--- config.mk ---
export PLATFORM = sky130hd
export DESIGN_NAME = load_use_hazard_unit
export DESIGN_NICKNAME = d
export VERILOG_FILES = /design/src/rtl/load_use_hazard_unit.sv
export SDC_FILE = /design/constraint.sdc
export NUM_CORES = 1
export LEC_CHECK = 0
export CAP_MARGIN = 25
export CORE_MARGIN = 2
export CORE_UTILIZATION = 47
export DETAILED_ROUTE_END_ITERATION = 8
export GPL_TIMING_DRIVEN = 0
export PLACE_DENSITY_LB_ADDON = 0.1
export SKIP_LAST_GASP = 1
export SLEW_MARGIN = 25
export SYNTH_ARGS = -nofsm -noshare
export SYNTH_HDL_FRONTEND = slang
export SYNTH_SLANG_ARGS = --single-unit
--- constraint.sdc ---
create_clock -name clk -period 2.8 [get_ports clk]
set_input_delay 0.28 -clock clk [delete_from_list [all_inputs] [get_ports clk]]
set_output_delay 0.28 -clock clk [all_outputs]
set_load 0.05 [all_outputs]
--- src/rtl/load_use_hazard_unit.sv ---
// Pipeline hazard controller for an LC-3b style five-stage core: resolves
// data-memory waits, load-use dependencies and instruction-fetch waits.
package lc3b_pkg;

    typedef enum logic [3:0] {
        op_br   = 4'b0000,
        op_add  = 4'b0001,
        op_ldb  = 4'b0010,
        op_stb  = 4'b0011,
        op_jsr  = 4'b0100,
        op_and  = 4'b0101,
        op_ldr  = 4'b0110,
        op_str  = 4'b0111,
        op_rti  = 4'b1000,
        op_not  = 4'b1001,
        op_ldi  = 4'b1010,
        op_sti  = 4'b1011,
        op_jmp  = 4'b1100,
        op_shf  = 4'b1101,
        op_lea  = 4'b1110,
        op_trap = 4'b1111
    } lc3b_opcode;

    typedef logic [2:0] lc3b_reg;

endpackage

module load_use_hazard_unit
    import lc3b_pkg::*;
(
    input  logic        clk,
    input  logic        rst_n,
    input  logic        id_valid,
    input  lc3b_opcode  id_opcode,
    input  lc3b_reg     id_sr1,
    input  lc3b_reg     id_sr2,
    input  lc3b_reg     id_st_src,
    input  logic        id_imm_mode,
    input  logic        ex_valid,
    input  lc3b_opcode  ex_opcode,
    input  logic        ex_regwrite,
    input  lc3b_reg     ex_destreg,
    input  logic        dmem_read,
    input  logic        dmem_write,
    input  logic        dmem_resp,
    input  logic        imem_read,
    input  logic        imem_resp,
    output logic        stall_if,
    output logic        stall_id,
    output logic        stall_ex,
    output logic        stall_mem,
    output logic        bubble_id,
    output logic        bubble_ex,
    output logic [15:0] stall_cycles,
    output logic        mem_timeout
);

    typedef enum logic [1:0] {
        ST_RUN       = 2'd0,
        ST_DMEM_WAIT = 2'd1,
        ST_LU_BUBBLE = 2'd2
    } state_t;

    state_t      r_state;
    state_t      w_state_next;
    logic [7:0]  r_wait_cnt;
    logic [15:0] r_stall_cycles;
    logic        r_mem_timeout;

    logic w_use_sr1;
    logic w_use_sr2;
    logic w_use_st;
    logic w_ex_is_load;
    logic w_dmem_wait;
    logic w_imem_wait;
    logic w_load_use;
    logic w_any_stall;

    // Source-operand usage decoded from the ID opcode.
    assign w_use_sr1 = id_opcode inside {op_add, op_and, op_not, op_ldr, op_ldb, op_ldi,
                                         op_str, op_stb, op_sti, op_jmp, op_shf};
    assign w_use_sr2 = (id_opcode inside {op_add, op_and}) && !id_imm_mode;
    assign w_use_st  = id_opcode inside {op_str, op_stb, op_sti};

    assign w_ex_is_load = ex_opcode inside {op_ldr, op_ldb, op_ldi};
    assign w_dmem_wait  = (dmem_read || dmem_write) && !dmem_resp;
    assign w_imem_wait  = imem_read && !imem_resp;

    assign w_load_use = id_valid && ex_valid && ex_regwrite && w_ex_is_load &&
                        ((w_use_sr1 && (ex_destreg == id_sr1)) ||
                         (w_use_sr2 && (ex_destreg == id_sr2)) ||
                         (w_use_st  && (ex_destreg == id_st_src)));

    always_ff @(posedge clk) begin
        if (!rst_n) begin
            r_state <= ST_RUN;
        end else begin
            r_state <= w_state_next;
        end
    end

    always_comb begin
        w_state_next = r_state;
        case (r_state)
            ST_RUN: begin
                if (w_dmem_wait) begin
                    w_state_next = ST_DMEM_WAIT;
                end else if (w_load_use) begin
                    w_state_next = ST_LU_BUBBLE;
                end else begin
                    w_state_next = ST_RUN;
                end
            end
            ST_DMEM_WAIT: begin
                w_state_next = w_dmem_wait ? ST_DMEM_WAIT : ST_RUN;
            end
            ST_LU_BUBBLE: begin
                // Detection is ignored here so one load-use yields one bubble.
                w_state_next = w_dmem_wait ? ST_DMEM_WAIT : ST_RUN;
            end
            default: begin
                w_state_next = ST_RUN;
            end
        endcase
    end

    always_comb begin
        stall_if  = 1'b0;
        stall_id  = 1'b0;
        stall_ex  = 1'b0;
        stall_mem = 1'b0;
        bubble_id = 1'b0;
        bubble_ex = 1'b0;
        if (w_dmem_wait) begin
            stall_if  = 1'b1;
            stall_id  = 1'b1;
            stall_ex  = 1'b1;
            stall_mem = 1'b1;
        end else if ((r_state == ST_RUN) && w_load_use) begin
            stall_if  = 1'b1;
            stall_id  = 1'b1;
            bubble_ex = 1'b1;
        end else if (w_imem_wait) begin
            stall_if  = 1'b1;
            bubble_id = 1'b1;
        end
    end

    assign w_any_stall = stall_if || stall_id || stall_ex || stall_mem;

    // Data-wait watchdog: the timeout flag is sticky until reset.
    always_ff @(posedge clk) begin
        if (!rst_n) begin
            r_wait_cnt    <= 8'd0;
            r_mem_timeout <= 1'b0;
        end else begin
            if (!w_dmem_wait) begin
                r_wait_cnt <= 8'd0;
            end else if (r_wait_cnt != 8'hFF) begin
                r_wait_cnt <= r_wait_cnt + 8'd1;
            end
            if (w_dmem_wait && (r_wait_cnt == 8'hFF)) begin
                r_mem_timeout <= 1'b1;
            end
        end
    end

    always_ff @(posedge clk) begin
        if (!rst_n) begin
            r_stall_cycles <= 16'd0;
        end else if (w_any_stall && (r_stall_cycles != 16'hFFFF)) begin
            r_stall_cycles <= r_stall_cycles + 16'd1;
        end
    end

    assign stall_cycles = r_stall_cycles;
    assign mem_timeout  = r_mem_timeout;

endmodule

==> impl_table.tex <==
\begin{tabular}{lr}
\hline
Metric & Value \\
\hline
\multicolumn{2}{l}{\textbf{Floorplan}} \\
Cell row count & 20 \\
Starting density of the core & a little under 50\% \\
Placeable Area & just under 3000 µm² \\
\# IOs & between 50 and 60 \\
Chip height & slightly below 60 µm \\
Die footprint & between 3000 and 4000 µm² \\
Width of the die & between 50 and 60 µm \\
\multicolumn{2}{l}{\textbf{Worst setup path}} \\
Category of the critical setup timing path & in -> out \\
Number of cells on the worst reg-to-reg path & 9 \\
Crit. End Element & output port \\
Peak fanout along the critical path & 4 \\
Data arrival at the endpoint of the critical path & between 2000 and 2500 ps \\
Required @ worst endpoint & 2520 ps \\
Startpoint kind of the worst setup timing path & primary input \\
\multicolumn{2}{l}{\textbf{Logic synthesis}} \\
Cell type with the largest total area after synthesis & sky130\_fd\_sc\_hd\_\_dfxtp\_1 \\
Most used flip-flop cell after synthesis & sky130\_fd\_sc\_hd\_\_dfxtp\_1 \\
Cell area after synthesis & around 1400 µm² \\
Instance count of the mapped netlist & approximately 180 \\
List of most frequent post-synthesis cells & sky130\_fd\_sc\_hd\_\_dfxtp\_1, sky130\_fd\_sc\_hd\_\_nor2\_1, sky130\_fd\_sc\_hd\_\_a21oi\_1, sky130\_fd\_sc\_hd\_\_nand2\_1 \\
Ys Warns & 0 \\
Synthesized flop and latch total & 27 \\
Netlist cell types & 35 \\
Leading cell type by number of instances after synthesis & sky130\_fd\_sc\_hd\_\_dfxtp\_1 \\
Synthesized net count & 210 \\
Share of flip-flops with an asynchronous set or reset & 0\% \\
Proportion of netlist area held by the largest area contributor & between 30\% and 40\% \\
Post-synth EDFFs & 0 \\
Ranking of synthesized cells by area & sky130\_fd\_sc\_hd\_\_dfxtp\_1, sky130\_fd\_sc\_hd\_\_xnor2\_1, sky130\_fd\_sc\_hd\_\_or3\_1, sky130\_fd\_sc\_hd\_\_a21oi\_1, sky130\_fd\_sc\_hd\_\_nand4\_1 \\
Sequential element share of the synthesized area & between 30\% and 40\% \\
Per-instance average area after synthesis & 8.23 µm² \\
\multicolumn{2}{l}{\textbf{STA}} \\
Highest clock frequency the design can meet & 379 MHz \\
Setup repair after global routing missed its margin & no \\
Setup total negative slack & 0 ps \\
Post-Route Skew & 9.63 ps \\
Worst-margin pin slew & $\sim$510 ps \\
Endpoints failing hold & 0 \\
Final Cycle Share & approximately 94\% \\
Count of endpoints failing setup in the final report & 0 \\
Number of slew-limit violations in the final report & 0 \\
Shortest clock period the worst path allows after layout & 2640 ps \\
Worst slew margin relative to its limit & 65.6\% \\
\multicolumn{2}{l}{\textbf{Cells and area}} \\
Area growth syn-to-layout & 42.3\% \\
Final cell count without fillers & 265 \\
Count of filler cells inserted in the layout & 255 \\
Antenna diodes & 0 \\
Share of post-route cells with drive strength above 1 & about 5.2\% \\
Number of nets in the finished design & 268 \\
\multicolumn{2}{l}{\textbf{GRT}} \\
Grt total ovfl & 0 \\
First-pass GRT wire length & approximately 5.7 mm \\
Maximum number of pins on one net before global-route repair & 17 \\
Antenna violations before repair & 0 \\
Total routing resource utilization after global routing & 20.5\% \\
Vias in the first global route & 1437 \\
\multicolumn{2}{l}{\textbf{Placed design}} \\
DPL Wire Length & $\sim$2.7 mm \\
Placer Congestion & about 0.74 \\
Cell Count Post-Placement & between 200 and 300 \\
Port Buffer Count & 53 \\
\multicolumn{2}{l}{\textbf{Outcome}} \\
Outcome & complete, no violations \\
\multicolumn{2}{l}{\textbf{Job}} \\
Total of max-cap violations & 0 \\
\multicolumn{2}{l}{\textbf{Worst hold path}} \\
Worst hold path class & reg -> reg \\
Number of instances on the worst hold path & 2 \\
\multicolumn{2}{l}{\textbf{Drt}} \\
Number of detailed-route iterations in the first pass & 4 \\
Sum of routed wire length over all layers & $\sim$3.3 mm \\
Wire per inst & about 12 µm \\
Residual antenna-violating net count after detailed routing & 0 \\
Via Count & between 1k and 1.5k \\
Routed vias/inst & 5.48 \\
Starting DRC count in detailed routing & 60 \\
Remaining design rule violation count & 0 \\
\multicolumn{2}{l}{\textbf{Power and ir drop}} \\
Cell Pwr Density & $\sim$350 nW/µm² \\
Total power consumption of the routed design & 0.726 mW \\
Worst vdd rail ir drop & 0.000236 V \\
Leakage power total & 0.748 nW \\
\multicolumn{2}{l}{\textbf{Clock tree}} \\
Clock tree from TritonCTS & yes \\
Clock-pin slew on the worst setup and hold paths & around 140 ps \\
Maximum clock insertion buffer count & 2 \\
Inserted Clock Buffers & 3 \\
Clock latency on the worst-skew pair & about 320 ps \\
Root buf cell & sky130\_fd\_sc\_hd\_\_clkbuf\_4 \\
Number of sinks on the clock net & 27 \\
Total of hold buffers inserted after clock tree synthesis & 0 \\
Deepest level of the CTS H-tree & 1 \\
\hline
\end{tabular}
[through the flow]
stage	hold slack, ps	setup slack [ps]	utilization, %	instance area (µm²)
2_1_floorplan	402	589	-	1440
3_3_place_gp	456	82.8	67.6	2010
3_5_place_dp	465	94.9	67.6	2010
4_1_cts	496	81.3	68.6	2040
5_1_grt	513	67.3	68.8	2050
6_report	493	160	68.8	2050
[cell families (layout without fill, tap and decap cells)]
family / count (synthesis) / after routing / share of synthesized area (%)
flops: 27 / 27 / 37.5
simple gates: 77 / 77 / 28.3
fa+ha+maj: 4 / 4 / 3.48
mux: 3 / 3 / 2.09
buf+inv: 13 / 70 / 4.69
compound gates: 37 / 37 / 15.4
xor+xnor: 14 / 14 / 8.51
[repair_timing]
action / 4_1_cts / 5_1_grt
resized for setup: 0 / 3
setup buffers: 0 / 0
hold endpoints to repair: 0 / 0
endpoints found under the setup margin: 0 / 3
[worst paths after layout]
| check | startpoint | slack, ps | end |
|---|---|---|---|
| worst min register to register | mem_timeout | 490 | mem_timeout |
| worst max register to register | stall_cycles[0] | 720 | stall_cycles[1] |
| worst max-delay path | id_opcode[3] | 160 | bubble_id |
| worst min-delay path | mem_timeout | 490 | mem_timeout |
[cell usage in the layout, fill, tap and decap left out, types with 2 or more instances in the layout]
master / n
sky130_fd_sc_hd__nand2_1: 14
sky130_fd_sc_hd__dfxtp_1: 27
sky130_fd_sc_hd__or3_1: 13
sky130_fd_sc_hd__xor2_1: 3
sky130_fd_sc_hd__clkbuf_1: 2
sky130_fd_sc_hd__xnor2_1: 11
sky130_fd_sc_hd__clkdlybuf4s50_1: 50
sky130_fd_sc_hd__nand3_1: 6
sky130_fd_sc_hd__nand4_1: 11
sky130_fd_sc_hd__and4_1: 2
sky130_fd_sc_hd__inv_1: 8
sky130_fd_sc_hd__clkbuf_4: 3
sky130_fd_sc_hd__dlymetal6s2s_1: 3
sky130_fd_sc_hd__buf_6: 2
sky130_fd_sc_hd__nor3_1: 3
sky130_fd_sc_hd__a21oi_1: 15
sky130_fd_sc_hd__nor2_1: 18
sky130_fd_sc_hd__ha_1: 4
sky130_fd_sc_hd__mux2i_1: 3
sky130_fd_sc_hd__and2_1: 3
sky130_fd_sc_hd__o21ai_0: 13
[layout make-up]
cell class              count  area (µm²)  share of cell area (%)
well taps                  33        41.3                    2.01
clock inverters             1        7.51                   0.366
inverters                   8        30.0                    1.47
multi-input cells         135         832                    40.6
plain buffers               5        37.5                    1.83
repair buffers             53         538                    26.3
flip-flops and latches     27         541                    26.4
clock buffers               3        22.5                    1.10
[power by group]
| group | switching, mW | internal [mW] | total, mW |
|---|---|---|---|
| registers | 0.00740 | 0.391 | 0.398 |
| clock network | 0.116 | 0.0545 | 0.171 |
| logic | 0.0791 | 0.0783 | 0.157 |
| total | 0.203 | 0.523 | 0.726 |
[worst max-delay path, cell delays in order]
cell                              delay [ps]
sky130_fd_sc_hd__clkdlybuf4s50_1         460
sky130_fd_sc_hd__a211oi_1                220
sky130_fd_sc_hd__a31oi_1                  80
sky130_fd_sc_hd__nand4_1                 140
sky130_fd_sc_hd__a31o_2                  210
sky130_fd_sc_hd__nand2_1                  70
sky130_fd_sc_hd__nor2_1                   80
sky130_fd_sc_hd__clkdlybuf4s50_1         810
[sequential cells by signal, summed over array words and instances (netlist names)]
signal,flops
r_wait_cnt,8
stall_cycles,16
r_state,2
mem_timeout,1
[layer usage]
| metal | part of all wire, % | vias to the layer above | track usage (%) |
|---|---|---|---|
| li1 | - | 747 | - |
| met1 | 44 | 673 | 23.0 |
| met2 | 53 | 31 | 38.6 |
| met3 | 3.2 | 2 | 3.49 |
| met4 | 0.61 | 0 | 6.49 |
| met5 | 0 | - | 0 |
(Power assumes the default switching activity.)
